### src/rtl/lc3_mem_pkg.sv
// Shared types and constants for the LC-3 main-memory arbiter.
// Used by lc3_rr_arbiter2 and lc3_mem_arbiter.
package lc3_mem_pkg;

  localparam int DEFAULT_MEM_LAT = 2;

  typedef enum logic [1:0] {
    IDLE   = 2'd0,
    ACCESS = 2'd1,
    RESP   = 2'd2
  } state_e;

  typedef enum logic {
    REQ_CPU = 1'b0,
    REQ_LD  = 1'b1
  } req_id_e;

endpackage

### src/rtl/lc3_rr_arbiter2.sv
// Two-input grant logic for the LC-3 memory arbiter.
// With ARB_ROUND_ROBIN_EN defined, ties alternate via a last_grant register;
// otherwise the CPU always wins ties.
module lc3_rr_arbiter2
  import lc3_mem_pkg::*;
(
`ifdef ARB_ROUND_ROBIN_EN
  input  logic    CLK,
  input  logic    RESET,
  input  logic    take,
`endif
  input  logic    cpu_req,
  input  logic    ld_req,
  output logic    any_req,
  output req_id_e grant_id
);

  assign any_req = cpu_req | ld_req;

`ifdef ARB_ROUND_ROBIN_EN
  req_id_e last_grant;

  // NOTE: every signal written in always_comb gets a default first, so no path
  // can leave it unassigned and infer a latch.
  always_comb begin
    grant_id = REQ_LD;
    if (cpu_req && (!ld_req || last_grant == REQ_LD))
      grant_id = REQ_CPU;
  end

  // Reset value REQ_LD makes the CPU win the first tie.
  always_ff @(posedge CLK or posedge RESET) begin
    if (RESET)
      last_grant <= REQ_LD;
    else if (take && any_req)
      last_grant <= grant_id;
  end
`else
  always_comb begin
    grant_id = REQ_LD;
    if (cpu_req)
      grant_id = REQ_CPU;
  end
`endif

endmodule

### src/rtl/lc3_mem_arbiter.sv
// Shares the single-port LC-3 memory between the CPU and the loader/debug port.
// Optional round-robin tie-breaking via ARB_ROUND_ROBIN_EN (default: CPU priority).
module lc3_mem_arbiter
  import lc3_mem_pkg::*;
#(
  parameter int ADDR_W  = 16,
  parameter int DATA_W  = 16,
  parameter int MEM_LAT = DEFAULT_MEM_LAT
) (
  input  logic              CLK,
  input  logic              RESET,
  input  logic              cpu_cs,
  input  logic              cpu_we,
  input  logic [ADDR_W-1:0] cpu_addr,
  input  logic [DATA_W-1:0] cpu_wdata,
  output logic [DATA_W-1:0] cpu_rdata,
  output logic              cpu_ready,
  input  logic              ld_req,
  input  logic              ld_we,
  input  logic [ADDR_W-1:0] ld_addr,
  input  logic [DATA_W-1:0] ld_wdata,
  output logic [DATA_W-1:0] ld_rdata,
  output logic              ld_ack,
  output logic              mem_en,
  output logic              mem_we,
  output logic [ADDR_W-1:0] mem_addr,
  output logic [DATA_W-1:0] mem_wdata,
  input  logic [DATA_W-1:0] mem_rdata,
  output logic              busy
);

  localparam int                CNT_W    = $clog2(MEM_LAT + 1);
  localparam logic [CNT_W-1:0] CNT_LOAD = CNT_W'(MEM_LAT - 1);

  state_e            state;
  logic [CNT_W-1:0]  cnt;
  req_id_e           owner;
  logic              lat_we;
  logic [ADDR_W-1:0] lat_addr;
  logic [DATA_W-1:0] lat_wdata;

  logic    any_req;
  req_id_e grant_id;
  logic    sel_cpu;

  lc3_rr_arbiter2 u_arb (
`ifdef ARB_ROUND_ROBIN_EN
    .CLK      (CLK),
    .RESET    (RESET),
    .take     (state == IDLE),
`endif
    .cpu_req  (cpu_cs),
    .ld_req   (ld_req),
    .any_req  (any_req),
    .grant_id (grant_id)
  );

  assign sel_cpu = (grant_id == REQ_CPU);

  // Requester inputs are sampled only in IDLE; later changes cannot disturb the access.
  // NOTE: sequential state uses non-blocking assignments so every register samples
  // pre-edge values regardless of statement order.
  always_ff @(posedge CLK or posedge RESET) begin
    if (RESET) begin
      state     <= IDLE;
      cnt       <= '0;
      owner     <= REQ_CPU;
      lat_we    <= 1'b0;
      lat_addr  <= '0;
      lat_wdata <= '0;
      cpu_rdata <= '0;
      ld_rdata  <= '0;
    end else begin
      case (state)
        IDLE: begin
          if (any_req) begin
            state     <= ACCESS;
            cnt       <= CNT_LOAD;
            owner     <= grant_id;
            lat_we    <= sel_cpu ? cpu_we    : ld_we;
            lat_addr  <= sel_cpu ? cpu_addr  : ld_addr;
            lat_wdata <= sel_cpu ? cpu_wdata : ld_wdata;
          end
        end
        ACCESS: begin
          if (cnt == '0) begin
            state <= RESP;
            if (!lat_we) begin
              if (owner == REQ_CPU) cpu_rdata <= mem_rdata;
              else                  ld_rdata  <= mem_rdata;
            end
          end else begin
            cnt <= cnt - 1'b1;
          end
        end
        RESP:    state <= IDLE;
        default: state <= IDLE;
      endcase
    end
  end

  // Decoded straight from the state register so reset drops mem_en/mem_we at once.
  assign mem_en    = (state == ACCESS);
  assign mem_we    = mem_en & lat_we;
  assign mem_addr  = lat_addr;
  assign mem_wdata = lat_wdata;
  assign cpu_ready = (state == RESP) && (owner == REQ_CPU);
  assign ld_ack    = (state == RESP) && (owner == REQ_LD);
  assign busy      = (state != IDLE);

endmodule

### config.mk
export PLATFORM = sky130hd
export DESIGN_NAME = lc3_mem_arbiter
export DESIGN_NICKNAME = d
export VERILOG_FILES = /design/src/rtl/lc3_mem_pkg.sv /design/src/rtl/lc3_rr_arbiter2.sv /design/src/rtl/lc3_mem_arbiter.sv
export SDC_FILE = /design/constraint.sdc
export NUM_CORES = 1
export LEC_CHECK = 0
export CAP_MARGIN = 10
export CORE_MARGIN = 2
export CORE_UTILIZATION = 67
export CTS_CLUSTER_SIZE = 25
export DETAILED_ROUTE_END_ITERATION = 12
export DONT_BUFFER_PORTS = 1
export PLACE_DENSITY = 0.83
export SETUP_SLACK_MARGIN = 0.5
export SYNTH_ARGS = -nofsm -noshare
export SYNTH_HDL_FRONTEND = slang
export SYNTH_HIERARCHICAL = 1
export SYNTH_SLANG_ARGS = --single-unit
export TNS_END_PERCENT = 20
### constraint.sdc
create_clock -name CLK -period 4.9 [get_ports CLK]
set_clock_uncertainty 0.1 [all_clocks]
set_input_delay 0.735 -clock CLK [delete_from_list [all_inputs] [get_ports CLK]]
set_output_delay 0.735 -clock CLK [all_outputs]
set_load 0.005 [all_outputs]
---- Word-level counts from Yosys, hierarchy flattened ----
Cells that the tools add are included.
cells by class
  bitwise logic cells ..................... 4
  equal/unequal tests ..................... 5
  multiplexer cells ....................... 9
  reductions and logical operators ........ 11
  add/subtract/negate cells ............... 1
operator list
  cell                 number
  $mux 16              2
  $pmux 2 s2           2
  $reduce_and 4->1     2
  $mux 2               3
  $logic_not 2->1      2
  $ne 2x2->1 const B   2
  $reduce_and 2->1     2
  $reduce_bool 2->1    2
  $reduce_and 3->1     1
  $eq 2x1->1 const B   1
  $eq 2x2->1 const B   1
  $logic_and 1x1->1    2
  $mux 1               2
  $ne 2x1->1 const B   1
  $not 1->1            2
  $sub 2x1->2 const B  1
  $and 1x1->1          1
  $or 1x1->1           1
word-level totals
  logic and storage cells ................. 38
  bits of input ports ..................... 86
  output and inout port bits .............. 69
  flip-flop bits (word level) ............. 70

---- Longest topological paths before layout ----
  depth after elaboration ................. 3
  gate-level depth with buffers ........... 6

---- Modules after synthesis ----
The synthesis kept the hierarchy.
by module, submodules not included
  module           instances  area each (um^2)  cells each
  lc3_mem_arbiter  1          3049.2            237
  lc3_rr_arbiter2  1          10.0              2

---- Worst setup path after synthesis ----
No wires, ideal clock.
  path type ............................... input to register
  from .................................... input port ld_req
  to ...................................... register lat_addr[0], in the netlist mem_addr[0]
  cell stages on the path ................. 5
  arrival ................................. 1562 ps
  path slack .............................. 3113 ps
  cell sequence ........................... or2_1 nor3b_2 buf_2 buf_2 a21oi_1
on the way
  longest elaborated chain between the ends .. 2
ends and longest elaborated chain
  what                               line                   RTL
  start, declared                    lc3_mem_arbiter.sv:18  input logic ld_req,
  $or 1x1->1                         lc3_rr_arbiter2.sv:18  assign any_req = cpu_req | ld_req;
  $reduce_and 2->1 (no source line)  n/a
  end signal, assigned               lc3_mem_arbiter.sv:81  lat_addr <= sel_cpu ? cpu_addr : ld_addr;
  end, declared                      lc3_mem_arbiter.sv:39  logic [ADDR_W-1:0] lat_addr;
No other way between the ends.
A chain may end at the register's enable or synchronous reset.

---- Final worst setup path ----
  from .................................... register state[0]
  to ...................................... register cpu_rdata[9]
on the way
  longest elaborated chain between the ends .. 2
ends and longest elaborated chain
  what                               line                   RTL
  start, declared                    lc3_mem_arbiter.sv:35  state_e state;
  start signal, assigned             lc3_mem_arbiter.sv:65  state <= IDLE;
  start signal, assigned             lc3_mem_arbiter.sv:77  state <= ACCESS;
  start signal, assigned             lc3_mem_arbiter.sv:87  state <= RESP;
  $eq 2x1->1                         n/a
  net mem_en                         lc3_mem_arbiter.sv:24  output logic mem_en,
  $reduce_and 4->1 (no source line)  n/a
  end signal, assigned               lc3_mem_arbiter.sv:89  if (owner == REQ_CPU) cpu_rdata <= mem_rdata;
  end, declared                      lc3_mem_arbiter.sv:16  output logic [DATA_W-1:0] cpu_rdata,
The timed path passes the listed nets, and every way through them passes these cells.

==> metrics.md <==
| Metric | Value |
|---|---|
| Core box area | `4380 um2` |
| Count of antenna diodes in the layout | `0` |
| Data arrival time at the worst-slack endpoint | `approximately 2.3 ns` |
| Dominant cell by count in the synthesized netlist | `dfrtp_1` |
| Most instantiated cells after synthesis | `dfrtp_1, a21oi_1, nor2_1, mux2i_1, mux2_2` |
| Number of setup buffers added after CTS | `0` |
| Number of max-slew violations in the final report | `0` |
| Pin count of the biggest net entering global routing | `70` |
| Leak | `approximately 1.5 nW` |
| Count of flip-flops with a built-in enable after synthesis | `0` |
| Cell area after technology mapping | `just over 3000 um2` |
| Share of the yosys chip area belonging to registers | `57.3%` |
| # nets final | `between 300 and 400` |
| Leading register cell type out of synthesis | `dfrtp_1` |
| Flops & latches, synth | `70` |
| Synth-to-Final Area Change | `6.13%` |
| RSZ-0062 raised after global routing | `no` |
| Ports | `155` |
| Setup TNS | `0 ns` |
| Die Width | `71.6 um` |
| Wire length of the first global-routing pass | `8800 um` |
| Post-detail-place hpwl | `4040 um` |
| Routability-driven placement congestion ratio | `0.724` |
| Mean post-synth cell area | `~13 um2` |
| Worst EP required | `5.00 ns` |
| Clock latency at the later pin of the worst-skew pair | `between 0.3 and 0.4 ns` |
| Residual DRC | `0` |
| Final wirelength | `~5500 um` |
| Vertical die dimension | `just over 70 um` |
| Filler cell count in the final layout | `approximately 300` |
| Via count of the first global-routing pass | `roughly 1.9k` |
| Depth of the CTS H-tree | `3` |
| Std-Cell Rows | `24` |
| Transition time of the tightest slew-check pin | `a little over 0.9 ns` |
| Maximum clock frequency | `0.457 GHz` |
| Global router's overall resource usage | `roughly 22%` |
| Number of instances in the synthesized netlist | `239` |
| Number of sinks handled by clock tree synthesis | `70` |
| Number of buffers inserted by port buffering | `0` |
| Time the final worst path needs with I/O delays and setup | `2.19 ns` |
| Maximum resistive drop on vdd | `0.303 mV` |
| Simple-gate share of the synthesized area | `8.10%` |
| Remaining global-route overflow | `0` |
| Highest fanout seen on the critical path | `16` |
| Outcome | `completed` |
| Number of different library cells in the post-synthesis netlist | `23` |
| Critical path start-end classification | `reg -> reg` |
| Type of element capturing the critical path | `register` |
| Total via count in the routed design | `1801` |
| Hold buffer count at cts | `0` |
| Largest area contributor in the synthesized netlist | `dfrtp_1` |
| Synth Area in Compound Gates | `5.85%` |
| Clock-pin slew reported for the worst setup and hold paths after clock tree synthesis | `0.07 ns` |
| Area share of the largest cell type after synthesis | `57.3%` |
| Number of nets still failing antenna checks after routing | `0` |
| Initial antenna violation count | `0` |
| Total clock buffers created by CTS | `9` |
| P per Cell Area | `650 nW/um2` |
| Area share of fa/ha/maj cells after synthesis | `less than 1%` |
| Worst rel slew slack | `38.8%` |
| Iteration count of the initial detailed-routing pass | `4` |
| Total number of yosys warnings | `6` |
| TritonCTS clock tree | `yes` |
| Type of element launching the critical path | `register` |
| Part of the cycle the worst path needs | `44.7%` |
| Final setup violation count | `0` |
| Total power after layout | `0.00211 W` |
| Die area | `5120 um2` |
| Fraction of final layout cells with drive strength greater than 1 | `24.3%` |
| Detailed Route Iter0 Violations | `102` |
| Max-cap viol count | `0` |
| Multiplexer share of the synthesized area | `24.2%` |
| Number of endpoints with negative hold slack in the final report | `0` |
| Clock tree buffer depth | `2` |
| Clock root buffer | `clkbuf_8` |
| Hold Slack | `0.296 ns` |
| Main combinational cell family by area after synthesis | `multiplexers` |
| DR vias/cell | `6.11` |
| Ranking of synthesized cells by area | `dfrtp_1, mux2i_1, mux2_2` |
| Xor and xnor area share after synthesis | `0%` |
| Routed length per instance | `approximately 19 um` |
| Count of instances resized after the clock tree is built | `0` |
| Post-synth ARST share | `100%` |
| Initial Utilization | `69.8%` |
| Hold/Removal Path Class | `in -> async` |
| Number of nets produced by synthesis | `roughly 330` |
## kinds of logic (layout without fill, tap and decap cells)
group | Yosys count | count (layout)
buffers and inverters | 20 | 24
DFF | 70 | 70
adders and majority gates | 2 | 2
and+or+nand+nor | 46 | 46
AOI/OAI and AO/OA | 35 | 35
muxes | 66 | 66
## metrics by stage
step           std cells  setup WS, ns  utilization, %  instance area [um2]
5_1_grt              295          2.59            74.1                 3250
4_1_cts              295          2.68            74.1                 3250
3_5_place_dp         280          2.71            69.8                 3060
3_3_place_gp         280          2.77            69.8                 3060
6_report             295          2.71            74.1                 3250
2_1_floorplan        239          2.30               -                 3060
## area by class of cell
type,count,area (um2),area share [%]
Sequential cell,70,1750,53.9
Multi-Input combinational cell,149,1200,36.9
Clock buffer,10,138,4.24
Tap cell,52,65.1,2.00
Clock inverter,5,50.0,1.54
Timing Repair Buffer,3,22.5,0.694
Inverter,6,22.5,0.694
## layer usage
layer / up-vias / wire [um] / global-route usage (%)
met5: - / 0 / 0
met4: 0 / 75 / 8.18
met3: 7 / 532 / 7.59
met2: 100 / 2600 / 35.0
li1: 833 / - / -
met1: 861 / 2280 / 28.7
## flip-flops by register name, indices dropped and copies added (netlist names)
signal / cells
ld_rdata: 16
mem_wdata: 16
cnt: 2
cpu_rdata: 16
state: 2
owner: 1
mem_addr: 16
lat_we: 1
## report_power, final
part	switching, W	internal [W]	leakage (nW)
combinational	0.000270	0.000293	0.585
sequential	0.000244	0.000867	0.807
clock	0.000193	0.000243	0.102
## critical path: stages (launching register included)
cell and delay (ns):
dfrtp_1 0.46, nor2b_4 0.26, and4bb_1 0.84, mux2_2 0.41
## worst paths after layout
path | cells past startpoint | startpoint | to | slack [ns]
max | 3 | state[0]$_DFFE_PP0P_ | cpu_rdata[9]$_DFFE_PP0P_ | 2.71
min | 1 | RESET | ld_rdata[12]$_DFFE_PP0P_ | 0.30
max reg2reg | 3 | state[0]$_DFFE_PP0P_ | cpu_rdata[9]$_DFFE_PP0P_ | 2.71
min reg2reg | 1 | cnt[0]$_DFFE_PP0P_ | cnt[0]$_DFFE_PP0P_ | 0.38
max in group asynchronous | 2 | RESET | ld_rdata[5]$_DFFE_PP0P_ | 3.49
min in group CLK | 1 | cnt[0]$_DFFE_PP0P_ | cnt[0]$_DFFE_PP0P_ | 0.38
## placed cells by master, fill, tap and decap left out
cell type  count
mux2_4        10
and3b_2        1
or2_1          1
nor3b_4        1
ha_1           2
nor3_1         1
nor3b_1        2
and4bb_1       1
inv_2          1
mux2_2        23
nor2b_4        1
clkinv_1       1
and2_2         2
nand4b_4       1
or2_2          1
a22o_1         1
mux2i_1       33
bufinv_16      1
nor2_1        34
inv_1          4
buf_4          3
a21oi_1       34
clkbuf_8      10
clkinv_2       4
dfrtp_1       70
Power figures use the tool's default switching activity.
